==> config.mk <==
export PLATFORM = sky130hd
export DESIGN_NAME = spi_resp_flat
export DESIGN_NICKNAME = d
export VERILOG_FILES = /design/src/rtl/spi_resp_if.sv /design/src/rtl/spi_resp.sv /design/src/flat_wrapper.sv
export SDC_FILE = /design/constraint.sdc
export NUM_CORES = 1
export LEC_CHECK = 0
export CORE_MARGIN = 3
export CORE_UTILIZATION = 38
export DETAILED_ROUTE_END_ITERATION = 6
export PLACE_DENSITY = 0.63
export SYNTH_ARGS = -nofsm -noshare
export SYNTH_HDL_FRONTEND = slang
export SYNTH_SLANG_ARGS = --single-unit
export TNS_END_PERCENT = 1
==> constraint.sdc <==
create_clock -name clk -period 2.7 [get_ports clk]
set_clock_uncertainty 0.05 [all_clocks]
set_input_delay 0.54 -clock clk [delete_from_list [all_inputs] [get_ports clk]]
set_output_delay 0.54 -clock clk [all_outputs]
set_load 0.01 [all_outputs]
==> src/rtl/spi_resp_if.sv <==
// SPI mode-3 bus plus the clk-domain receive handshake of the SPI responder.
// The slave modport is the responder's view; the master modport is the view
// of whatever drives the bus (SPI master, bus-functional model).
interface spi_resp_if #(
   parameter int WIDTH = 16
);
   logic             SS_n;
   logic             SCLK;
   logic             MOSI;
   logic             MISO;
   logic [WIDTH-1:0] tx_data;
   logic [WIDTH-1:0] rx_data;
   logic             rdy;
   logic             clr_rdy;
   logic             err;

   modport slave (
      input  SS_n, SCLK, MOSI, tx_data, clr_rdy,
      output MISO, rx_data, rdy, err
   );

   modport master (
      output SS_n, SCLK, MOSI, tx_data, clr_rdy,
      input  MISO, rx_data, rdy, err
   );
endinterface

==> src/rtl/spi_resp.sv <==
// SPI responder (mode 3, MSB first). Receives one WIDTH-bit word per SS_n-low
// frame while returning the word captured from tx_data at frame start.
// SS_n/SCLK/MOSI are asynchronous and are synchronized into clk before use.
module spi_resp #(
   parameter int WIDTH = 16
) (
   input  logic     clk,
   input  logic     rst_n,
   spi_resp_if.slave bus
);

   localparam int CW = $clog2(WIDTH) + 1;
   localparam logic [CW-1:0] CNT_FULL = CW'(WIDTH);
   localparam logic [CW-1:0] CNT_SAT  = CW'(WIDTH + 1);

   typedef enum logic {IDLE, ACTIVE} state_t;

   state_t           state_q, state_d;
   logic [2:0]       ss_q, ss_d;
   logic [2:0]       sclk_q, sclk_d;
   // MOSI is consumed at stage 2, the same depth as the SCLK stage that
   // produces sclk_rise, so it needs no third (edge-detect) flop.
   logic [1:0]       mosi_q, mosi_d;
   logic [WIDTH-1:0] shft_q, shft_d;
   logic [CW-1:0]    bit_cnt_q, bit_cnt_d;
   logic [WIDTH-1:0] rx_q, rx_d;
   logic             rdy_q, rdy_d;
   logic             err_q, err_d;

   logic             sclk_rise, ss_fall, ss_rise, mosi_sync;

   assign sclk_rise = sclk_q[1] & ~sclk_q[2];
   assign ss_fall   = ~ss_q[1] & ss_q[2];
   assign ss_rise   = ss_q[1] & ~ss_q[2];
   assign mosi_sync = mosi_q[1];

   assign bus.MISO    = shft_q[WIDTH-1];
   assign bus.rx_data = rx_q;
   assign bus.rdy     = rdy_q;
   assign bus.err     = err_q;

   // State and datapath registers; synchronizers preset to the bus idle level.
   always_ff @(posedge clk) begin
      if (!rst_n) begin
         state_q   <= IDLE;
         ss_q      <= 3'b111;
         sclk_q    <= 3'b111;
         mosi_q    <= 2'b00;
         shft_q    <= '0;
         bit_cnt_q <= '0;
         rx_q      <= '0;
         rdy_q     <= 1'b0;
         err_q     <= 1'b0;
      end else begin
         state_q   <= state_d;
         ss_q      <= ss_d;
         sclk_q    <= sclk_d;
         mosi_q    <= mosi_d;
         shft_q    <= shft_d;
         bit_cnt_q <= bit_cnt_d;
         rx_q      <= rx_d;
         rdy_q     <= rdy_d;
         err_q     <= err_d;
      end
   end

   // Synchronizer shift chains: bit 0 is the first stage.
   always_comb begin
      ss_d   = {ss_q[1:0], bus.SS_n};
      sclk_d = {sclk_q[1:0], bus.SCLK};
      mosi_d = {mosi_q[0], bus.MOSI};
   end

   // Next state: a frame spans synchronized SS_n fall to SS_n rise.
   always_comb begin
      state_d = state_q;
      case (state_q)
         IDLE:    if (ss_fall) state_d = ACTIVE;
         ACTIVE:  if (ss_rise) state_d = IDLE;
         default: state_d = IDLE;
      endcase
   end

   // Datapath: load at frame start, shift on SCLK rise, judge bit count at end.
   always_comb begin
      shft_d    = shft_q;
      bit_cnt_d = bit_cnt_q;
      rx_d      = rx_q;
      rdy_d     = rdy_q;
      err_d     = 1'b0;
      if (bus.clr_rdy) rdy_d = 1'b0;
      case (state_q)
         IDLE: begin
            if (ss_fall) begin
               shft_d    = bus.tx_data;
               bit_cnt_d = '0;
               rdy_d     = 1'b0;
            end
         end
         ACTIVE: begin
            if (ss_rise) begin
               // Completion is evaluated last so it overrides a same-cycle clr_rdy.
               if (bit_cnt_q == CNT_FULL) begin
                  rx_d  = shft_q;
                  rdy_d = 1'b1;
               end else begin
                  err_d = 1'b1;
               end
            end else if (sclk_rise) begin
               shft_d = {shft_q[WIDTH-2:0], mosi_sync};
               // Saturate one past WIDTH so an overlong frame still reports err.
               if (bit_cnt_q != CNT_SAT) bit_cnt_d = bit_cnt_q + 1'b1;
            end
         end
         default: ;
      endcase
   end

endmodule

==> src/flat_wrapper.sv <==
// flat-port wrapper written by rule: the top's interface ports become plain ports
module spi_resp_flat 
#(
   parameter int WIDTH = 16
)
  (clk, rst_n, bus_SS_n, bus_SCLK, bus_MOSI, bus_tx_data, bus_clr_rdy, bus_MISO, bus_rx_data, bus_rdy, bus_err);
  spi_resp_if #(.WIDTH(WIDTH)) bus_i ();
  input  logic clk;
  input  logic rst_n;
  input wire logic [$bits(bus_i.SS_n)-1:0] bus_SS_n;
  input wire logic [$bits(bus_i.SCLK)-1:0] bus_SCLK;
  input wire logic [$bits(bus_i.MOSI)-1:0] bus_MOSI;
  input wire logic [$bits(bus_i.tx_data)-1:0] bus_tx_data;
  input wire logic [$bits(bus_i.clr_rdy)-1:0] bus_clr_rdy;
  output wire logic [$bits(bus_i.MISO)-1:0] bus_MISO;
  output wire logic [$bits(bus_i.rx_data)-1:0] bus_rx_data;
  output wire logic [$bits(bus_i.rdy)-1:0] bus_rdy;
  output wire logic [$bits(bus_i.err)-1:0] bus_err;
  assign bus_i.SS_n = bus_SS_n;
  assign bus_i.SCLK = bus_SCLK;
  assign bus_i.MOSI = bus_MOSI;
  assign bus_i.tx_data = bus_tx_data;
  assign bus_i.clr_rdy = bus_clr_rdy;
  assign bus_MISO = bus_i.MISO;
  assign bus_rx_data = bus_i.rx_data;
  assign bus_rdy = bus_i.rdy;
  assign bus_err = bus_i.err;
  spi_resp #(.WIDTH(WIDTH)) u_core (.clk(clk), .rst_n(rst_n), .bus(bus_i));
endmodule
# Word-level counts from Yosys, hierarchy flattened
# Cells that the tools add are included.
[word_totals]
out_inout_bits = 19
elab_cells = 45
ff_bits = 48
[op_classes]
n_eq_ne = 6
bitwise_logic = 7
reduce_logical = 4
muxes = 18
addsub = 1
[ops]
columns = ["operator", "count"]
rows = [
  ["$mux 16", 3],
  ["$pmux 16 s2", 1],
  ["$mux 5", 4],
  ["$pmux 5 s2", 1],
  ["$reduce_and 3->1", 3],
  ["$mux 1", 7],
  ["$ne 2x2->1 const B", 3],
  ["$add 5x1->5 const B", 1],
  ["$eq 5x5->1 const B", 1],
  ["$ne 5x5->1 const B", 1],
  ["$not 1->1", 4],
  ["$pmux 1 s2", 2],
  ["$reduce_and 4->1", 1],
  ["$and 1x1->1", 3],
  ["$ne 2x1->1 const B", 1],
]

# Depth between registers and ports, before layout
[depth]
depth_word = 5
mapped_depth = 7

# Least setup slack after synthesis
# No wires, ideal clock.
[synth_timing]
kind = "reg-to-reg"
startpoint = "reg u_core.state_q"
endpoint = "reg u_core.shft_q[10]"
setup_time_ns = 0.119
arrival_ns = 1.298
path_stages_with_launch = 7
required_ns = 2.531
setup_slack_ns = 1.233
cell_sequence = "dfxtp_1 -> buf_6 -> or3b_4 -> buf_6 -> buf_6 -> o221ai_1 -> nor2_1"
[synth_between]
elab_chain_len = 3
elab_cells_between_ends = 6
[synth_lines]
columns = ["element", "line_no", "source"]
rows = [
  ["start, declared", "spi_resp.sv:18", "state_t state_q, state_d;"],
  ["start signal, assigned", "spi_resp.sv:55", "state_q <= state_d;"],
  ["$not 1->1", "spi_resp.sv:92", "case (state_q)"],
  ["$ne 2x1->1 (no source line)", "n/a", ""],
  ["$reduce_and 3->1 (no source line)", "n/a", ""],
  ["end signal, assigned", "spi_resp.sv:59", "shft_q <= shft_d;"],
  ["end, declared", "spi_resp.sv:24", "logic [WIDTH-1:0] shft_q, shft_d;"],
]
# Parallel ways exist; a longest one is shown, timed or not.
# A chain may end at the register's enable or synchronous reset.

# Worst setup path after layout
[layout_timing]
startpoint = "reg u_core.ss_q[1]"
endpoint = "reg u_core.rx_q[15], in the netlist u_core.bus.rx_data[15]"
[layout_between]
elab_chain_len = 2
[layout_lines]
columns = ["element", "line_no", "source"]
rows = [
  ["start, declared", "spi_resp.sv:19", "logic [2:0] ss_q, ss_d;"],
  ["start signal, assigned", "spi_resp.sv:56", "ss_q <= ss_d;"],
  ["$and 1x1->1", "spi_resp.sv:34", "assign ss_rise = ss_q[1] & ~ss_q[2];"],
  ["$reduce_and 3->1 (no source line)", "n/a", ""],
  ["end signal, assigned", "spi_resp.sv:61", "rx_q <= rx_d;"],
  ["end, declared", "spi_resp.sv:26", "logic [WIDTH-1:0] rx_q, rx_d;"],
]
# No other way between the ends.

==> flow_summary.ini <==
[status]
outcome = complete, no violations

[sta]
rsz0062_at_grt = no
maxSlewViolCount = 0
hold_violations = 0
finalCriticalPeriod_ns = 1.87
fin_ws_ns = 0.830
slew_headroom_pct = 49.7
fmax_mhz = 535
setup_viol = 0
worst_slew_pin_slew_ns = 0.752
final.period_utilization_pct = 69.2
timing.setup.tns_ns = 0

[critical_path]
cp_max_fo = 21
max_stage_delay_ns = 0.53
cp-end-kind = flip-flop
cp_slowest_cell = and4_1
cpLargestDelayFamily = simple AND/OR/NAND/NOR gates
crit_type = reg2reg
crit_chain = nor2b_1 > and4_1 > buf_4 > nand3_1 > o21ai_1
crit_required_ns = 2.87
start_kind = flip-flop
crit_buf_inv = 1
crit_arrival_ns = 2.04

[floorplanning]
start_util_pct = 39.7
die_x_um = 76.7
dieArea_um2 = 5880
row_count = 25
die_y_um = 76.7
num_io_pins = 41
coreArea_um2 = 4790

[route]
route.detailed.drc = 0
routed.top_layer = met4
first_pass_iters = 4
drt_wl_total_um = 3900
viasPerCell = 4.96
wl_per_cell_um = 12.6
drtIter0Drc = 97
ant_nets = 0
wl_met1_um = 1930
dr_wl_met3_um = 145
vias = 1539
wl_met2_um = 1750

[clocking]
ctsLongestPathBuffers = 2
cts-buffers-inserted = 5
path_clk_slew_ns = 0.07
post-cts-setup-buffer-count = 0
cts.sinks = 48
ctsRootBufferMaster = clkbuf_8
clk_latency_ns = 0.29
cts_resized = 0
h-tree-depth = 2
cts_tree = built
cts_hold_buffers = 0

[synth]
synth_area_leaders = dfxtp_1 (51%), o221ai_1 (7.4%), nor2_1 (6.9%)
synth_area_leader_cell = dfxtp_1
synthFlopType = dfxtp_1
synth_top_area_share_pct = 50.6
ys_warn_count = 0
syn_area_um2 = 1900
synth.distinct_cells = 33
syn_inst = 210
ys_ff_latch = 48
syn_avg_cell_area_um2 = 9.04
synth_edf_count = 0
syn-num-nets = 235
ys_seq_area_share_pct = 50.6
synthArstFlopShare_pct = 0
yosys-top-cells-count = dfxtp_1 (48), nor2_1 (35), nand2_1 (20), nand3_1 (20)
synth.most_common_cell = dfxtp_1

[finish]
fin_util_pct = 49.5
final_nets = 270
antennaDiodeCount = 0
syn2layout_area_growth_pct = 24.7
drive_gt1_share_pct = 4.94

[place]
place_ws_ns = 0.812
gp_congestion = 0.755
port-buffer-count = 40
dp_hpwl_um = 2530

[global_route]
grt_max_degree = 58
grt_pass1_vias = 1417
antenna_found_initial = 0
overflow = 0
grt_usage_pct = 14.0
grt_first_pass_wirelength_um = 6710

[power_and_ir_drop]
leakage_nw = 0.846
ir_drop_v = 0.000330
powerDensity_nw_per_um2 = 512

[job]
maxCapViolCount = 0

[hold_path]
hp-class = reg2reg
## placed cells by master, fill, tap and decap left out
master / instances
buf_4: 3
dfxtp_1: 48
nand2b_1: 7
mux2_1: 1
nor3b_1: 1
o211a_1: 1
o41ai_1: 1
and2_1: 2
nand4_1: 1
clkbuf_8: 5
o2111ai_1: 1
nor2b_1: 2
or3b_4: 1
inv_4: 1
clkdlybuf4s50_1: 39
buf_2: 1
a21oi_1: 4
a21o_1: 2
o41ai_4: 1
a2111oi_0: 1
ha_1: 3
inv_1: 4
and3_1: 1
a311oi_1: 1
nand4b_1: 1
and4b_1: 1
nor2_1: 35
clkinv_1: 1
and4_1: 1
nand2_1: 20
nand3_1: 20
o221ai_1: 16
o21ai_1: 16
## layer usage
metal / global-route usage, % / up-vias
met3: 3.40 / 8
li1: - / 802
met2: 21.7 / 27
met1: 18.5 / 702
met5: 0 / -
met4: 5.98 / 0
## flip-flops by register name, summed over array words and instances, names as in the netlist
register and flops:
u_core.bus.rx_data 16, u_core.bus.rdy 1, u_core.state_q 1, u_core.mosi_q 2, u_core.bit_cnt_q 5, u_core.bus.err 1
u_core.sclk_q 3, u_core.shft_q 16, u_core.ss_q 3
## logic make-up after synthesis
group | after synthesis | share of synthesized area (%)
AO/OA/AOI/OAI | 44 | 17.3
adder cells (fa/ha/maj) | 3 | 1.98
multiplexers | 1 | 0.593
AND/OR/NAND/NOR | 93 | 22.9
flip-flops | 48 | 50.6
buffers and inverters | 21 | 6.66
## final timing paths
check / from / to / slack (ns) / cells after the start
min reg2reg: u_core.ss_q[0] / u_core.ss_q[1] / 0.36 / 1
min: u_core.ss_q[0] / u_core.ss_q[1] / 0.36 / 1
max: u_core.ss_q[1] / u_core.bus.rx_data[15] / 0.83 / 5
max reg2reg: u_core.ss_q[1] / u_core.bus.rx_data[15] / 0.83 / 5
## per-stage QoR
step                cells  hold WS, ns  instance area (µm²)  total power, W
global placement      305        0.341                 2300        0.000852
finish                310        0.360                 2370         0.00121
global route          310        0.380                 2370         0.00127
detailed placement    305        0.344                 2300        0.000852
floorplan             210        0.336                 1900        0.000811
CTS                   310        0.362                 2370         0.00123
## final cells by class
cell class	instances	area, µm²
clock buffer	5	68.8
fill	471	2420
inverter	6	25.0
multi-input combinational	141	811
sequential	48	961
tap	67	83.8
timing repair buffer	43	418
## where the power goes
group / internal, W / leakage (nW) / switching [W]
Sequential: 0.000727 / 0.390 / 0.0000145
Clock: 0.000167 / 0.0359 / 0.000210
Combinational: 0.0000497 / 0.420 / 0.0000440
Total: 0.000944 / 0.846 / 0.000268
(Power assumes the default switching activity.)
